## config.mk

```make
export PLATFORM = sky130hd
export DESIGN_NAME = queue_credit_monitor
export DESIGN_NICKNAME = d
export VERILOG_FILES = /design/src/rtl/queue_credit_monitor.sv
export SDC_FILE = /design/constraint.sdc
export NUM_CORES = 1
export LEC_CHECK = 0
export ABC_AREA = 1
export BUFFER_PORTS_ARGS = -buffer_cell sky130_fd_sc_hd__buf_2
export CAP_MARGIN = 20
export CELL_PAD_IN_SITES_DETAIL_PLACEMENT = 1
export CELL_PAD_IN_SITES_GLOBAL_PLACEMENT = 2
export CORE_AREA = 2 2 359 361
export DETAILED_ROUTE_END_ITERATION = 10
export DIE_AREA = 0 0 361 363
export GPL_TIMING_DRIVEN = 0
export PLACE_DENSITY = 0.62
export SETUP_SLACK_MARGIN = 0.5
export SLEW_MARGIN = 20
export SYNTH_ARGS = -nofsm -noshare
export SYNTH_HDL_FRONTEND = slang
export SYNTH_SLANG_ARGS = --single-unit
```

## constraint.sdc

```tcl
create_clock -name user_clk_ip -period 3.3 [get_ports user_clk_ip]
set_input_delay 0.33 -clock user_clk_ip [delete_from_list [all_inputs] [get_ports user_clk_ip]]
set_output_delay 0.33 -clock user_clk_ip [all_outputs]
set_load 0.01 [all_outputs]
```

## src/rtl/queue_credit_monitor.sv

```systemverilog
// Passive CQ snooper that shadows QDMA C2H PIDX / CMPT CIDX register writes and
// tracks per-queue descriptor credits and completion-ring space.

module qcm_queue #(
  parameter int RING_SZ = 1024,
  parameter int IDX_W   = 16
) (
  input  logic             user_clk_ip,
  input  logic             user_resetn_ip,
  input  logic             wr_pidx,
  input  logic             wr_cidx,
  input  logic [15:0]      wr_val,
  input  logic             cons_hs,
  input  logic [IDX_W-1:0] cons_cnt,
  input  logic             push_hs,
  output logic [IDX_W-1:0] avail,
  output logic [IDX_W-1:0] space,
  output logic             err
);
  localparam logic [IDX_W-1:0] MASK = IDX_W'(RING_SZ - 1);

  logic [IDX_W-1:0] c2h_pidx, c2h_cidx, cmpt_pidx, cmpt_cidx;
  logic [IDX_W-1:0] val, pidx_n, cidx_n, cpidx_n, ccidx_n, avail_wr;

  always_comb begin
    val      = IDX_W'(wr_val) & MASK;
    pidx_n   = wr_pidx ? val : c2h_pidx;
    cidx_n   = cons_hs ? ((c2h_cidx + cons_cnt) & MASK) : c2h_cidx;
    cpidx_n  = push_hs ? ((cmpt_pidx + IDX_W'(1)) & MASK) : cmpt_pidx;
    ccidx_n  = wr_cidx ? val : cmpt_cidx;
    // overrun test is against the cidx seen before any same-cycle consume
    avail_wr = (val - c2h_cidx) & MASK;
  end

  // outputs are registered from next-state so a write lands in the same edge as the state
  always_ff @(posedge user_clk_ip or negedge user_resetn_ip) begin
    if (!user_resetn_ip) begin
      c2h_pidx  <= '0;
      c2h_cidx  <= '0;
      cmpt_pidx <= '0;
      cmpt_cidx <= '0;
      avail     <= '0;
      space     <= MASK;
      err       <= 1'b0;
    end else begin
      c2h_pidx  <= pidx_n;
      c2h_cidx  <= cidx_n;
      cmpt_pidx <= cpidx_n;
      cmpt_cidx <= ccidx_n;
      avail     <= (pidx_n - cidx_n) & MASK;
      space     <= MASK - ((cpidx_n - ccidx_n) & MASK);
      if (wr_pidx && (avail_wr < avail)) err <= 1'b1;
    end
  end
endmodule

module queue_credit_monitor #(
  parameter int          NUM_Q          = 4,
  parameter int          RING_SZ        = 1024,
  parameter int          IDX_W          = 16,
  parameter logic [19:0] BASE_C2H_PIDX  = 20'h18008,
  parameter logic [19:0] BASE_CMPT_CIDX = 20'h1800C,
  parameter logic [19:0] Q_STRIDE       = 20'h10,
  localparam int         QW             = (NUM_Q > 1) ? $clog2(NUM_Q) : 1
) (
  input  logic                   user_clk_ip,
  input  logic                   user_resetn_ip,
  input  logic [511:0]           m_axis_cq_monitor_tdata,
  input  logic [15:0]            m_axis_cq_monitor_tkeep,
  input  logic [228:0]           m_axis_cq_monitor_tuser,
  input  logic                   m_axis_cq_monitor_tlast,
  input  logic                   m_axis_cq_monitor_tvalid,
  input  logic                   m_axis_cq_monitor_tready,
  input  logic                   cons_valid,
  output logic                   cons_ready,
  input  logic [QW-1:0]          cons_qid,
  input  logic [IDX_W-1:0]       cons_cnt,
  input  logic                   cmpt_valid,
  output logic                   cmpt_ready,
  input  logic [QW-1:0]          cmpt_qid,
  output logic [NUM_Q*IDX_W-1:0] avail_desc_o,
  output logic [NUM_Q*IDX_W-1:0] cmpt_space_o,
  output logic [NUM_Q-1:0]       err_o
);
  logic [NUM_Q-1:0][IDX_W-1:0] avail_arr, space_arr;
  logic [NUM_Q-1:0]            m_pidx, m_cidx, wr_pidx_v, wr_cidx_v, cons_hs_v, push_hs_v;
  logic                        hs, sop, dec, hit_p, hit_c;
  logic [QW-1:0]               dec_qid;
  logic                        s1_hit_p, s1_hit_c;
  logic [QW-1:0]               s1_qid;
  logic [15:0]                 s1_val;
  logic                        unused_bits;

  assign unused_bits = ^{m_axis_cq_monitor_tkeep, m_axis_cq_monitor_tuser,
                         m_axis_cq_monitor_tdata[511:144], m_axis_cq_monitor_tdata[127:79],
                         m_axis_cq_monitor_tdata[63:20], m_axis_cq_monitor_tdata[1:0]};

  assign hs  = m_axis_cq_monitor_tvalid && m_axis_cq_monitor_tready;
  assign dec = hs && sop && (m_axis_cq_monitor_tdata[78:75] == 4'b0001) &&
               (m_axis_cq_monitor_tdata[74:64] != 11'd0);

  always_comb begin
    hit_p   = 1'b0;
    hit_c   = 1'b0;
    dec_qid = '0;
    for (int q = 0; q < NUM_Q; q++)
      if (m_cidx[q]) begin hit_c = 1'b1; dec_qid = QW'(q); end
    for (int q = 0; q < NUM_Q; q++)
      if (m_pidx[q]) begin hit_p = 1'b1; dec_qid = QW'(q); end
  end

  always_ff @(posedge user_clk_ip or negedge user_resetn_ip) begin
    if (!user_resetn_ip) begin
      sop      <= 1'b1;
      s1_hit_p <= 1'b0;
      s1_hit_c <= 1'b0;
      s1_qid   <= '0;
      s1_val   <= '0;
    end else begin
      if (hs) sop <= m_axis_cq_monitor_tlast;
      s1_hit_p <= dec && hit_p;
      s1_hit_c <= dec && hit_c && !hit_p;
      s1_qid   <= dec_qid;
      s1_val   <= m_axis_cq_monitor_tdata[143:128];
    end
  end

  assign cons_ready = cons_valid && (cons_cnt <= avail_arr[cons_qid]);
  assign cmpt_ready = cmpt_valid && (space_arr[cmpt_qid] != '0);

  for (genvar q = 0; q < NUM_Q; q++) begin : g_q
    localparam logic [19:0] PIDX_A = BASE_C2H_PIDX + 20'(q) * Q_STRIDE;
    localparam logic [19:0] CIDX_A = BASE_CMPT_CIDX + 20'(q) * Q_STRIDE;

    assign m_pidx[q]    = (m_axis_cq_monitor_tdata[19:2] == PIDX_A[19:2]);
    assign m_cidx[q]    = (m_axis_cq_monitor_tdata[19:2] == CIDX_A[19:2]);
    assign wr_pidx_v[q] = s1_hit_p && (s1_qid == QW'(q));
    assign wr_cidx_v[q] = s1_hit_c && (s1_qid == QW'(q));
    assign cons_hs_v[q] = cons_ready && (cons_qid == QW'(q));
    assign push_hs_v[q] = cmpt_ready && (cmpt_qid == QW'(q));

    qcm_queue #(.RING_SZ(RING_SZ), .IDX_W(IDX_W)) u_q (
      .user_clk_ip    (user_clk_ip),
      .user_resetn_ip (user_resetn_ip),
      .wr_pidx        (wr_pidx_v[q]),
      .wr_cidx        (wr_cidx_v[q]),
      .wr_val         (s1_val),
      .cons_hs        (cons_hs_v[q]),
      .cons_cnt       (cons_cnt),
      .push_hs        (push_hs_v[q]),
      .avail          (avail_arr[q]),
      .space          (space_arr[q]),
      .err            (err_o[q])
    );
  end

  assign avail_desc_o = avail_arr;
  assign cmpt_space_o = space_arr;
endmodule

```

==> out/metrics.sh <==
FLOW.AREA_GROWTH_FROM_SYNTHESIS_PCT=54.0
PART_OF_THE_CYCLE_THE_WORST_PATH_NEEDS_PCT=116
RSZ0062_AT_GRT='true'
FINALSETUPVIOLCOUNT=29
FINAL-MAX-SLEW-VIOLATION-COUNT=0
SYNTH-WARNING-COUNT=0
POWER_SWITCHING_W=0.00494
VDD_DROP_MAX_mV=0.275
POWER_REPORT.INTERNAL_TOTAL_W=0.00881
DRTANTENNAVIOLNETS=0
FINALNETCOUNT=3501
TRITONCTS.NUM_BUFFERS=37
PRE_CTS_SLACK_NS=-1.35
SHARE_COMB_OF_TOTAL_POWER_PCT=40.0
SEQPWRFRAC_PCT=30.9
WORST_SETUP_PATH_TYPE='flop to flop'
YS_SEQ_AREA_SHARE_PCT=37.7
FIRST_GLOBAL_VIAS=15700
PERIOD_NEEDED_NS=3.81
MAX_CLOCK_FREQ_GHz=0.262
WORST-SLEW-PIN-TRANSITION_NS=1.02
POST-ROUTE-DRC-COUNT=0
FILL_CELLS=14800
STATIC-LEAKAGE-POWER_nW=12.7
YS_TOP_CELLS_BY_COUNT='sky130_fd_sc_hd__inv_1 (396), sky130_fd_sc_hd__nand2_1 (306), sky130_fd_sc_hd__dfrtp_1 (218), sky130_fd_sc_hd__ha_1 (193), sky130_fd_sc_hd__o21ai_0 (142)'
INITIAL_CORE_UTIL_PCT=13.6
CTS_ROOT_BUFFER='sky130_fd_sc_hd__clkbuf_16'
CP_MAX_FO=6
POST_SYNTH_INST_COUNT=2028
1ST_PASS_ROUTER_ITERATIONS=4
PLACE.GP.CONGESTION=0.764
WORSTSETUPSTARTPOINTTYPE='flop'
WIRE_PER_INST_MICRONS=16.6
GRT.OVERFLOW.TOTAL=0
CHIP_HEIGHT_MICRONS=363
YOSYSMOSTFREQUENTCELL='sky130_fd_sc_hd__inv_1'
FIN_HOLD_WS_NS=0.0330
CAP_VIOL_MAX_COUNT=0
CLKLATENCYLATEPIN_NS=0.57
IO_BUFFER_COUNT=154
NUMBER_OF_DISTINCT_STANDARD_CELLS_REFERENCED_BY_THE_SYNTHESIZED_NETLIST=58
CRITICAL_PATH.ENDPOINT_TYPE='flop'
POSTLAYOUTCOREUTIL_PCT=21.0
VIAS=15100
CTSHTREEMAXLEVEL=2
PWR-SHARE-CLK_PCT=29.1
CTS_MAX_PATH_BUFFERS=3
DETAIL_ROUTE.ITER0.VIOLATIONS=466
RUN_STATUS='complete, but fails checks'
SYNTH-EDFF-COUNT=0
CP.ARRIVAL_NS=4.29
POST_ROUTE_CELLS_DRIVE_ABOVE_1_SHARE_PCT=41.5
ANTENNA_FOUND_INITIAL=9
SYNTH-MAIN-FF-CELL='sky130_fd_sc_hd__dfrtp_1'
CTS.SINKS=259
DIE-AREA_SQ_UM=131000
DRT_WL_TOTAL_MM=69.6
MAXIMUM_NUMBER_OF_PINS_ON_ONE_NET_BEFORE_GLOBAL_ROUTE_REPAIR=72
SYNTH.FF_LATCH_COUNT=259
SWITCHING_SHARE_PCT=35.9
GRT_PASS1_WL_MM=100
CORE_AREA_SQ_UM=127000
FAILED_CHECKS='negative setup slack'
TIMING.HOLD.WORST.CLASS='input port to flop'
GRT_USE_TOTAL_PCT=10.3
YOSYS-TOP-CELLS-AREA='sky130_fd_sc_hd__dfrtp_1 (31%), sky130_fd_sc_hd__ha_1 (14%), sky130_fd_sc_hd__inv_1 (8.6%)'
IOS=918
SYN_AREA_SQ_UM=17300
P_PER_AREA_nW_PER_UM2=515
FINALHOLDVIOLATIONS=0
SETUP_WS_NS=-0.514
MAX_SLEW_MARGIN_PCT=31.7
POSTSYNTH.ASYNCRESETSHARE_PCT=100
FINCLKSKEW_NS=0.0224
SYNTH_TOP_AREA_CELL='sky130_fd_sc_hd__dfrtp_1'
VIA_COUNT_NORMALIZED_BY_INSTANCE_COUNT=3.59
AVGSYNTHCELLAREA_SQ_UM=8.55
CTS_TREE='yes'
REQUIRED_NS=3.78
POST-DP-HPWL_MM=50.4
SYNTH_TOP_CELL_AREA_SHARE_PCT=31.5
CLK_PIN_SLEW_NS=0.06
CHIPWIDTH_MICRONS=361
ROWS=131
final timing paths:
check	start	end	slack (ns)	depth (start not counted)
setup / recovery	g_q[0].u_q.avail[5]	g_q[2].u_q.avail[8]	-0.51	27
max in group asynchronous	user_resetn_ip	g_q[3].u_q.avail[6]	1.87	4
setup reg to reg	g_q[0].u_q.avail[5]	g_q[2].u_q.avail[8]	-0.51	27
hold reg to reg	g_q[1].u_q.err	g_q[1].u_q.err	0.47	2
hold / removal	m_axis_cq_monitor_tdata[4]	s1_qid[0]	0.03	3
min in group asynchronous	user_resetn_ip	g_q[3].u_q.cmpt_pidx[0]	0.33	2
power groups by stage:
stage / Sequential [W] / Clock [W] / Combinational (W)
floorplan: 0.00424 / 0 / 0.00227
global placement: 0.00427 / 0 / 0.00352
detailed placement: 0.00428 / 0 / 0.00355
CTS: 0.00426 / 0.00415 / 0.00477
global route: 0.00433 / 0.00427 / 0.00605
finish: 0.00425 / 0.00400 / 0.00550
cell families after synthesis:
group | Yosys count | synth area share (%)
and+or+nand+nor | 534 | 14.0
buffers and inverters | 479 | 11.7
AOI/OAI and AO/OA | 376 | 12.3
DFF | 259 | 37.7
adders and majority gates | 209 | 15.8
xor gates and xnor gates | 169 | 8.54
other | 1 | 0.0216
muxes | 1 | 0.0650
metrics by stage:
step	instance area, sq um	cells	power [W]	TNS [ns]
finish	26700	4199	0.0138	-8.83
global route	26700	4197	0.0147	-15.95
CTS	24900	4112	0.0132	-8.60
detailed placement	20900	3894	0.00784	-37.75
global placement	20800	3891	0.00779	-908.59
floorplan	17900	2075	0.00651	-2.40
cell type report:
class | instances | area (sq um) | area share [%]
Clock inverter | 15 | 116 | 0.436
Sequential cell | 259 | 6560 | 24.6
Multi-Input combinational cell | 1337 | 11600 | 43.5
Inverter | 405 | 1580 | 5.92
Antenna cell | 2 | 5.00 | 0.0187
Clock buffer | 51 | 1070 | 4.01
Timing Repair Buffer | 394 | 3080 | 11.5
Buffer | 74 | 579 | 2.17
Tap cell | 1662 | 2080 | 7.79
flip-flops by register name (all words and copies together) (netlist names):
signal and cells:
s1_hit_p 1, s1_val 10, s1_hit_c 1, sop 1
g_q.u_q.cmpt_pidx 40, g_q.u_q.cmpt_cidx 40, s1_qid 2, g_q.u_q.avail 40
g_q.u_q.err 4, g_q.u_q.c2h_pidx 40, g_q.u_q.c2h_cidx 40, g_q.u_q.space 40
critical path: stages (launching register included):
cell	delay, ns
sky130_fd_sc_hd__dfrtp_1	0.38
sky130_fd_sc_hd__inv_2	0.12
sky130_fd_sc_hd__o22ai_4	0.10
sky130_fd_sc_hd__a221oi_2	0.22
sky130_fd_sc_hd__ha_1	0.30
sky130_fd_sc_hd__buf_4	0.14
sky130_fd_sc_hd__nand2_2	0.06
sky130_fd_sc_hd__nor2_2	0.04
sky130_fd_sc_hd__nand2_1	0.06
sky130_fd_sc_hd__nand2_1	0.05
sky130_fd_sc_hd__nand2_1	0.07
sky130_fd_sc_hd__nand2_2	0.06
sky130_fd_sc_hd__nand2_4	0.09
sky130_fd_sc_hd__nand2_8	0.09
sky130_fd_sc_hd__nor2_4	0.22
sky130_fd_sc_hd__inv_4	0.09
sky130_fd_sc_hd__buf_12	0.15
sky130_fd_sc_hd__nand2_4	0.06
sky130_fd_sc_hd__o21ai_4	0.08
sky130_fd_sc_hd__fa_2	0.41
sky130_fd_sc_hd__nand3_2	0.08
sky130_fd_sc_hd__nand2_2	0.09
sky130_fd_sc_hd__a21oi_2	0.16
sky130_fd_sc_hd__nor2_1	0.07
sky130_fd_sc_hd__nor2_2	0.11
sky130_fd_sc_hd__o21bai_1	0.10
sky130_fd_sc_hd__a21oi_1	0.16
sky130_fd_sc_hd__xnor2_1	0.13
layout by cell type, fill, tap and decap left out, types with 50 or more instances in the layout:
cell type                 count
sky130_fd_sc_hd__dfrtp_1    206
sky130_fd_sc_hd__o21ai_0     93
sky130_fd_sc_hd__buf_6       78
sky130_fd_sc_hd__nand2_1    240
sky130_fd_sc_hd__buf_2      157
sky130_fd_sc_hd__buf_4      192
sky130_fd_sc_hd__a21oi_1     67
sky130_fd_sc_hd__ha_4        57
sky130_fd_sc_hd__nor2_1      60
sky130_fd_sc_hd__ha_1       129
sky130_fd_sc_hd__xor2_1      93
sky130_fd_sc_hd__a21oi_2     53
sky130_fd_sc_hd__inv_1      334
sky130_fd_sc_hd__inv_2       50
per-layer routing:
metal | GRT usage, % | up-vias | share of wire (%)
met3 | 1.80 | 74 | 5.0
met4 | 2.76 | 4 | 2.3
met5 | 0 | - | 0.033
met2 | 16.7 | 263 | 46
met1 | 14.0 | 7343 | 47
li1 | - | 7401 | -
what timing repair did:
action / 4_1_cts / 5_1_grt
endpoints found under the setup margin: 114 / 96
resized for setup: 369 / 267
pin swaps: 193 / 162
endpoints found under the hold margin: 33 / 0
cloned: 3 / 2
buffers inserted: 138 / 83
hold buffers: 11 / 0
Note: power is estimated with default switching activity, not from simulation.
